==> config.mk <==
export PLATFORM = sky130hd
export DESIGN_NAME = jump_encode
export DESIGN_NICKNAME = d
export VERILOG_FILES = /design/src/rtl/jump_encode.sv
export SDC_FILE = /design/constraint.sdc
export NUM_CORES = 1
export LEC_CHECK = 0
export CAP_MARGIN = 10
export CORE_AREA = 2 2 102 104
export DETAILED_ROUTE_END_ITERATION = 12
export DIE_AREA = 0 0 104 106
export PLACE_DENSITY = 0.54
export SLEW_MARGIN = 20
export SYNTH_ARGS = -nofsm -noshare
export SYNTH_HDL_FRONTEND = slang
export SYNTH_SLANG_ARGS = --single-unit
==> constraint.sdc <==
create_clock -name Clk -period 2.6 [get_ports Clk]
set_input_delay 0.65 -clock Clk [delete_from_list [all_inputs] [get_ports Clk]]
set_output_delay 0.65 -clock Clk [all_outputs]
set_load 0.02 [all_outputs]
==> src/rtl/jump_encode.sv <==
// jump_encode: two-stage J/JAL encoder with ready/valid flow control, error flags and optional
// saturating error counter (define JUMP_ENCODE_ERRCNT_EN). Reset release must be synchronised upstream.
module jump_encode #(
    parameter int ERRCNT_W = 8
) (
    input  logic                Clk,
    input  logic                Reset,
    input  logic                InValid,
    output logic                InReady,
    input  logic [31:0]         TargetPC,
    input  logic [31:0]         CurrentPC,
    input  logic                Link,
    output logic                OutValid,
    input  logic                OutReady,
    output logic [31:0]         Instruction,
    output logic [1:0]          Error,
    output logic [ERRCNT_W-1:0] ErrCount
);

    localparam int STAGES = 2;

    typedef struct packed {
        logic [29:0] tgt;   // TargetPC[31:2]
        logic        link;
        logic [1:0]  err;
    } s1_t;

    logic [STAGES:1] vld_pipe;
    s1_t             s1;
    logic            s1_adv, s2_adv;
    logic [1:0]      err_in;
    logic [31:0]     instr_nxt;

    assign s2_adv  = !vld_pipe[2] || OutReady;
    assign s1_adv  = !vld_pipe[1] || s2_adv;
    // Gated by Reset so no request is ever offered acceptance while the pipe is held clear
    assign InReady = Reset && s1_adv;

    assign err_in[0] = |TargetPC[1:0];
    assign err_in[1] = TargetPC[31:28] != CurrentPC[31:28];

    // Opcode is 00001x: J when Link=0, JAL when Link=1; any error turns the slot into a NOP
    assign instr_nxt = (s1.err != 2'b00) ? 32'h0000_0000 : {5'b00001, s1.link, s1.tgt[25:0]};

    always_ff @(posedge Clk or negedge Reset) begin
        if (!Reset) begin
            vld_pipe    <= '0;
            s1          <= '0;
            Instruction <= '0;
            Error       <= '0;
        end else begin
            if (s1_adv) begin
                vld_pipe[1] <= InValid;
                if (InValid)
                    s1 <= '{tgt: TargetPC[31:2], link: Link, err: err_in};
            end
            if (s2_adv) begin
                vld_pipe[2] <= vld_pipe[1];
                if (vld_pipe[1]) begin
                    Instruction <= instr_nxt;
                    Error       <= s1.err;
                end
            end
        end
    end

    assign OutValid = vld_pipe[2];

`ifdef JUMP_ENCODE_ERRCNT_EN
    logic [ERRCNT_W-1:0] errcnt;

    always_ff @(posedge Clk or negedge Reset) begin
        if (!Reset)
            errcnt <= '0;
        else if (OutValid && OutReady && (Error != 2'b00) && (errcnt != {ERRCNT_W{1'b1}}))
            errcnt <= errcnt + 1'b1;
    end

    assign ErrCount = errcnt;
`else
    assign ErrCount = '0;
`endif

endmodule

==> summary.txt, run 1 <==
Power
  – Int Pwr: 1.75 mW
  – Switch share: 23.1%
  – VDD IR max: 0.320 mV
  – Sequential share of power: 47.2%
  – Pleak: 1.48 nW
  – Clock Power Share: 40.3%
  – Comb power frac: 12.5%
  – Net Sw Power: 0.524 mW
  – Pwr dens: 658 nW/um2
  – Total Power: 2.27 mW

Synth
  – Cell taking the most area after synthesis: dfrtp_1
  – Largest cells by area after synthesis: dfrtp_1 63%, mux2_2 13%, a22o_2 7.1%
  – Mapped cell area: 2410 um2
  – Top-count cell post-synth: dfrtp_1
  – Main flop type after synthesis: dfrtp_1
  – Seq cells post-synth: 61
  – Area fraction of the dominant cell type after synthesis: 63.2%
  – EDFF count, synth: 0
  – Cells after synthesis: 156
  – Async SR Flop Fraction: 100%
  – Sequential share of the synthesized area: 63.2%
  – Mean Syn Cell Area: 15.5 um2
  – Post-synth top cells: 61 x dfrtp_1, 27 x mux2_2, 17 x a22o_2
  – Number of distinct library cells after synthesis: 24
  – YS warnings: 0

Routing
  – Via-per-instance ratio: 3.99
  – Post-route antenna net violation count: 0
  – Initial DRC count: 33
  – Total Wirelength: 4.83 mm
  – Drt wl/cell: 12.8 um
  – Vias: 1505
  – Initial DRT Pass Iterations: 4
  – DRC: 0

Min path
  – HP Class: flip-flop to flip-flop

Setup path
  – CP required: 1.95 ns
  – CP Class: primary input to output port
  – Crit path max fanout: 2
  – Worst setup SP type: primary input
  – WP data arrival: 1.72 ns
  – Crit. End Element: output port
  – Reg2Reg Setup Slack: 1.12 ns

Placed design
  – Inst Count DP: 362
  – GPL Wtd Cong: 0.645
  – IO Port Bufs: 72
  – Post-place setup slack: -0.0384 ns
  – Post-DP HPWL: 3.34 mm
  – Placed Area: 3240 um2

STA
  – Setup_tns: 0 ns
  – Fin worst setup slack: 0.226 ns
  – RSZ-0062 raised after global routing: no
  – Slew Viols, Final: 0
  – Min Clock Period, post-route: 2.37 ns
  – Worst relative slew slack: 48.8%
  – WHS: 0.485 ns
  – Final Hold Viols: 0
  – Final Skew: 0.00885 ns
  – Final period util: 91.3%
  – # setup viols final: 0
  – F_max: 421 MHz
  – Measured slew at the worst slew-check pin: 0.768 ns

Clock network
  – Num CTS Buffers: 9
  – Htree depth: 3
  – CTS clk-pin slew, worst paths: 0.07 ns
  – Root Driver: clkbuf_8
  – TritonCTS clock tree: done
  – Worst-Skew Late Latency: 0.33 ns
  – Max Buffers Root-to-Sink: 2
  – Clock sink total: 61

Floorplanning
  – Initial Utilization: 24.1%
  – Die Span X: 104 um
  – Core area: 10000 um2
  – Std-Cell Rows: 37
  – Chip height: 106 um
  – I/O pins: 113
  – Die Area: 11000 um2

Cells and area
  – Post-route insts no fill: 377
  – ANT cells: 0
  – Post-Layout Inst Area: 3450 um2
  – Layout cells sized above 1: 29.0%
  – Fin util: 34.5%
  – Layout area overhead: 43.0%
  – # nets final: 306

Global route
  – Initial antenna violation count: 0
  – Grt ovf: 0
  – First-pass GRT wire length: 8.02 mm
  – Largest net degree at the start of global routing: 62
  – GRT Total Usage: 9.35%
  – Vias in the first global route: 1591

Outcome
  – Status: completed

Flow run
  – Max-capacitance violation count: 0
==> layout make-up <==
cell class,count,area (um2)
Fill cell,1019,6550
Sequential cell,61,1530
Multi-Input combinational cell,86,777
Timing Repair Buffer,78,759
Tap cell,136,170
Clock buffer,11,141
Clock inverter,4,72.6
Inverter,1,3.75
==> metal layers <==
metal | share of wire (%) | GRT usage (%) | up-vias
met2 | 48 | 14.6 | 52
li1 | - | - | 700
met5 | 0 | 0 | -
met1 | 44 | 11.5 | 748
met4 | 0.99 | 3.19 | 0
met3 | 6.8 | 4.29 | 5
==> flip-flops by register name, summed over array words and instances, names as in the netlist <==
name and cells:
Instruction 28, vld_pipe 2, s1 29, Error 2
==> what timing repair did <==
item / in CTS / in global routing
gates resized for setup: 1 / 0
hold buffers: 0 / 0
setup buffers: 0 / 0
endpoints found under the setup margin: 1 / 0
==> critical path: stages <==
cell and delay [ns]:
clkdlybuf4s50_1 0.42, nand3b_1 0.18, and2_1 0.17, dlygate4sd2_1 0.31
==> cells in the final DEF, fill, tap and decap left out, drive strengths merged, types with 2 or more instances in the layout <==
cell type      synthesis  routed
a22o                  27      27
clkdlybuf4s50          0      70
nand2                  3       3
clkbuf                 2      11
conb                   1      12
mux2                  30      30
xnor2                  4       4
buf                   17       7
dfrtp                 61      61
bufinv                 0       2
nand2b                 2       2
==> cell families after synthesis <==
kind of cell | count (synthesis) | synth area share [%]
compound gates | 30 | 11.5
xor+xnor | 4 | 1.45
buf+inv | 20 | 6.27
flops | 61 | 63.2
mux | 30 | 14.0
other cells | 1 | 0.155
simple gates | 10 | 3.37
==> final timing paths <==
path	from	to	depth (start not counted)
max in group asynchronous	Reset	Instruction[26]	2
worst min register to register	s1[19]	Instruction[16]	1
worst max-delay path	OutReady	InReady	4
min in group asynchronous	Reset	s1[8]	2
worst max register to register	vld_pipe[2]	s1[18]	4
worst min-delay path	s1[19]	Instruction[16]	1
==> power groups by stage <==
stage | registers [mW] | logic, mW | clock network, mW
final | 1.07 | 0.283 | 0.916
after global placement | 1.09 | 0.286 | 0
after floorplan | 1.10 | 0.152 | 0
after CTS | 1.07 | 0.291 | 0.962
after detailed placement | 1.09 | 0.291 | 0
after global routing | 1.08 | 0.310 | 1.01
Power figures use the tool's default switching activity.
==> inputs of run 2 (changes only) <==
--- a/config.mk
+++ b/config.mk
@@ -10,6 +10,7 @@
 export DETAILED_ROUTE_END_ITERATION = 12
 export DIE_AREA = 0 0 104 106
 export PLACE_DENSITY = 0.54
+export SKIP_CTS_REPAIR_TIMING = 1
 export SLEW_MARGIN = 20
 export SYNTH_ARGS = -nofsm -noshare
 export SYNTH_HDL_FRONTEND = slang
==> run 2 against run 1 <==
- final area is 0.11% higher
- routed wire length shrank 0.10%
- combinational power about the same
- clock skew shrank 0.0015 ns
- clock power is essentially flat
- utilization about the same
- via count unchanged
- highest routed layer unchanged
==> summary.txt, run 2 (synthesis results as in run 1) <==
Outcome
  – Status: completed

Setup path
  – CP Class: primary input to output port
  – Family with the most delay on the worst path: buffers and inverters
  – CP required: 1.95 ns
  – WP data arrival: 1.61 ns
  – Crit path max fanout: 2
  – Slowest cell on the critical path: clkdlybuf4s50_1
  – Max incr delay on CP: 0.42 ns
  – Crit. End Element: output port
  – Worst setup SP type: primary input
  – CP Cell Sequence: clkdlybuf4s50_1, nand3b_1, and2_1, dlymetal6s2s_1
  – Worst Path Buf+Inv: 2

Cells and area
  – Most frequent cells in the layout: 70 x clkdlybuf4s50_1, 61 x dfrtp_1, 27 x mux2_2, 17 x a22o_2, 12 x conb_1
  – # nets final: 306
  – Max reg flops: 29
  – Layout cells sized above 1: 29.0%
  – Post-Layout Inst Area: 3450 um2
  – Layout area overhead: 43.1%
  – Top reg by flops: s1
  – ANT cells: 0
  – Fin util: 34.5%
  – Most common cell after layout, fill and taps aside: clkdlybuf4s50_1
  – Final-layout fill cell count: 1020
  – Largest regs: s1 x29, Instruction x28

Floorplanning
  – Core area: 10000 um2
  – Initial Utilization: 24.1%
  – Die Area: 11000 um2
  – Chip height: 106 um
  – Std-Cell Rows: 37
  – Die Span X: 104 um
  – I/O pins: 113

STA
  – F_max: 442 MHz
  – Setup_tns: 0 ns
  – Worst relative slew slack: 49.0%
  – # setup viols final: 0
  – WHS: 0.485 ns
  – Min Clock Period, post-route: 2.26 ns
  – Final period util: 86.9%
  – RSZ-0062 raised after global routing: no
  – Measured slew at the worst slew-check pin: 0.765 ns
  – Final Hold Viols: 0
  – Slew Viols, Final: 0
  – Final Skew: 0.00734 ns

Global route
  – Largest net degree at the start of global routing: 62
  – Vias in the first global route: 1591
  – Grt ovf: 0
  – Initial antenna violation count: 0
  – GRT Total Usage: 9.32%
  – First-pass GRT wire length: 8.00 mm

Clock network
  – Num CTS Buffers: 9
  – Worst-Skew Late Latency: 0.33 ns
  – Root Driver: clkbuf_8
  – TritonCTS clock tree: done
  – Htree depth: 3
  – CTS clk-pin slew, worst paths: 0.07 ns
  – Clock sink total: 61
  – Max Buffers Root-to-Sink: 2

Power
  – Total Power: 2.27 mW
  – Pleak: 1.49 nW
  – Pwr dens: 657 nW/um2
  – VDD IR max: 0.320 mV

Placed design
  – IO Port Bufs: 72
  – Post-DP HPWL: 3.34 mm
  – GPL Wtd Cong: 0.645
  – Placed Area: 3240 um2

Routing
  – Vias: 1505
  – Post-route antenna net violation count: 0
  – Initial DRT Pass Iterations: 4
  – DRC: 0
  – Initial DRC count: 33
  – Drt wl/cell: 12.8 um
  – Total Wirelength: 4.83 mm
  – Via-per-instance ratio: 3.99

Min path
  – HP Class: flip-flop to flip-flop

Flow run
  – Max-capacitance violation count: 0
run 2: cell count changes in the layout (fill, tap and decap cells not counted), sizes merged:
cell | before | now
dlygate4sd2 | 1 | 0
dlymetal6s2s | 0 | 1
run 2: power by group:
group	switching [mW]	leakage, nW	internal, mW
clock	0.354	0.105	0.559
combinational	0.125	0.620	0.158
sequential	0.0420	0.766	1.03
run 2: final timing paths:
kind / startpoint / to / slack, ns / cells after the start
hold / removal: s1[19] / Instruction[16] / 0.48 / 1
hold reg to reg: s1[19] / Instruction[16] / 0.48 / 1
setup reg to reg: vld_pipe[2] / s1[18] / 1.12 / 4
min in group asynchronous: Reset / s1[8] / 0.51 / 2
max in group asynchronous: Reset / Instruction[26] / 1.60 / 2
setup / recovery: OutReady / InReady / 0.34 / 4
run 2: metal layers:
layer / vias up / wire, um / GRT usage (%) / share of wire, %
li1: 700 / - / - / -
met1: 748 / 2140 / 11.5 / 44
met2: 52 / 2310 / 14.5 / 48
met3: 5 / 328 / 4.29 / 6.8
met4: 0 / 48 / 3.19 / 0.99
met5: - / 0 / 0 / 0
run 2: final cells by class:
type	count	area, um2	area share (%)
flip-flops and latches	61	1530	44.2
multi-input cells	86	777	22.5
repair buffers	78	763	22.1
well taps	136	170	4.93
clock buffers	11	141	4.09
clock inverters	4	72.6	2.10
inverters	1	3.75	0.109
run 2: per-stage QoR:
step / setup slack, ns / std cells
global route: 0.288 / 377
CTS: -0.0536 / 377
floorplan: 0.784 / 167
global placement: -0.0422 / 362
finish: 0.340 / 377
detailed placement: -0.0384 / 362
run 2: worst reg2reg max path: cells and delay by family, from the launching register on:
family / cells / cell delay [ns]
mux: 1 / 0.39
simple gates: 2 / 0.43
buf+inv: 1 / 0.17
flops: 1 / 0.38
==> inputs of run 3 (changes only) <==
--- a/config.mk
+++ b/config.mk
@@ -9,7 +9,7 @@
 export CORE_AREA = 2 2 102 104
 export DETAILED_ROUTE_END_ITERATION = 12
 export DIE_AREA = 0 0 104 106
-export PLACE_DENSITY = 0.54
+export PLACE_DENSITY = 0.5
 export SKIP_CTS_REPAIR_TIMING = 1
 export SLEW_MARGIN = 20
 export SYNTH_ARGS = -nofsm -noshare
==> run 3 against run 2 <==
- utilization is 0.34 points lower
- cell count is the same
- die area is the same
- fmax fell by 0.20%
- clock power decreased by 14%
- register-to-register slack got worse by 0.03 ns
- final area down 0.98%
- via count shrank 0.20%
- worst hold slack got worse by 0.0060 ns
- sequential share of layout area is 0.44 points higher
- critical path type unchanged
- critical endpoint unchanged
==> summary.txt, run 3 (synthesis results as in run 1) <==
Setup path
  – Crit. End Element: output port
  – Reg2Reg Setup Slack: 1.09 ns
  – Reg-to-reg endpoint: s1[11]
  – CP Class: primary input to output port
  – Worst setup SP type: primary input
  – WP data arrival: 1.61 ns
  – CP required: 1.95 ns
  – Reg2Reg Depth: 4
  – Worst r2r src: vld_pipe[2]
  – Crit path max fanout: 2

Routing
  – Post-route antenna net violation count: 0
  – Total Wirelength: 4.81 mm
  – Vias: 1502
  – Via-per-instance ratio: 3.98
  – DRC: 0
  – Drt wl/cell: 12.8 um
  – Initial DRC count: 25
  – Initial DRT Pass Iterations: 2

Global route
  – Vias in the first global route: 1511
  – GRT Total Usage: 9.22%
  – Grt ovf: 0
  – Initial antenna violation count: 0
  – First-pass GRT wire length: 7.92 mm
  – Largest net degree at the start of global routing: 62

Clock network
  – Clock sink total: 61
  – Num CTS Buffers: 9
  – Worst-Skew Late Latency: 0.33 ns
  – TritonCTS clock tree: done
  – CTS clk-pin slew, worst paths: 0.07 ns
  – Htree depth: 3
  – Root Driver: clkbuf_8
  – Max Buffers Root-to-Sink: 2

Cells and area
  – Largest regs: s1 x29, Instruction x28
  – Post-route insts no fill: 377
  – Layout cells sized above 1: 29.0%
  – Layout area overhead: 41.7%
  – Final-layout fill cell count: 1026
  – Post-Layout Inst Area: 3420 um2
  – ANT cells: 0
  – Max reg flops: 29
  – Most frequent cells in the layout: 70 x clkdlybuf4s50_1, 61 x dfrtp_1, 27 x mux2_2, 17 x a22o_2, 12 x conb_1
  – Fin util: 34.2%
  – Top reg by flops: s1
  – Most common cell after layout, fill and taps aside: clkdlybuf4s50_1
  – # nets final: 306

STA
  – F_max: 442 MHz
  – Fin worst setup slack: 0.335 ns
  – Worst relative slew slack: 47.8%
  – Final Skew: 0.0104 ns
  – Final Hold Viols: 0
  – RSZ-0062 raised after global routing: no
  – # setup viols final: 0
  – Measured slew at the worst slew-check pin: 0.783 ns
  – Slew Viols, Final: 0
  – Final period util: 87.1%
  – Min Clock Period, post-route: 2.26 ns
  – Setup_tns: 0 ns

Floorplanning
  – I/O pins: 113
  – Die Span X: 104 um
  – Chip height: 106 um
  – Std-Cell Rows: 37
  – Core area: 10000 um2
  – Die Area: 11000 um2
  – Initial Utilization: 24.1%

Min path
  – HP Class: primary input to asynchronous set/reset pin

Placed design
  – IO Port Bufs: 72
  – Placed Area: 3240 um2
  – GPL Wtd Cong: 0.647
  – Post-DP HPWL: 3.23 mm
  – Inst Count DP: 362
  – Post-place setup slack: -0.0472 ns

Flow run
  – Max-capacitance violation count: 0

Power
  – VDD IR max: 0.210 mV
  – Pwr dens: 626 nW/um2
  – Pleak: 1.48 nW

Outcome
  – Status: completed
-- run 3: report_power, final --
group | switching (mW) | internal, mW
clock | 0.353 | 0.432
sequential | 0.0421 | 1.03
combinational | 0.126 | 0.158
total | 0.520 | 1.62
-- run 3: worst max-delay path by stage --
stage	startpoint	to	depth (start not counted)
finish	OutReady	InReady	4
global route	OutReady	InReady	4
CTS	OutReady	InReady	4
detailed placement	OutReady	InReady	4
global placement	OutReady	InReady	4
floorplan	OutReady	InReady	2
-- run 3: area by class of cell --
| type | count | area [um2] | share of cell area [%] |
|---|---|---|---|
| Multi-Input combinational cell | 86 | 777 | 22.7 |
| Tap cell | 136 | 170 | 4.97 |
| Inverter | 1 | 3.75 | 0.110 |
| Clock inverter | 5 | 52.6 | 1.54 |
| Timing Repair Buffer | 78 | 763 | 22.3 |
| Sequential cell | 61 | 1530 | 44.6 |
| Clock buffer | 10 | 128 | 3.73 |
-- run 3: critical path, stage by stage --
cell,delay (ns)
clkdlybuf4s50_1,0.42
nand3b_1,0.18
and2_1,0.17
dlymetal6s2s_1,0.20
-- run 3: stage by stage --
stage | hold slack (ns) | power [mW]
global placement | 0.466 | 1.38
floorplan | 0.354 | 1.25
global route | 0.505 | 2.26
detailed placement | 0.476 | 1.38
finish | 0.479 | 2.14
CTS | 0.485 | 2.19
-- run 3: layer usage --
layer	GRT usage, %	vias to the layer above	routed length [um]	part of all wire, %
li1	-	699	-	-
met2	13.8	52	2260	47
met4	4.34	0	89	1.8
met1	12.1	742	2170	45
met3	3.00	9	288	6.0
met5	0	-	0	0
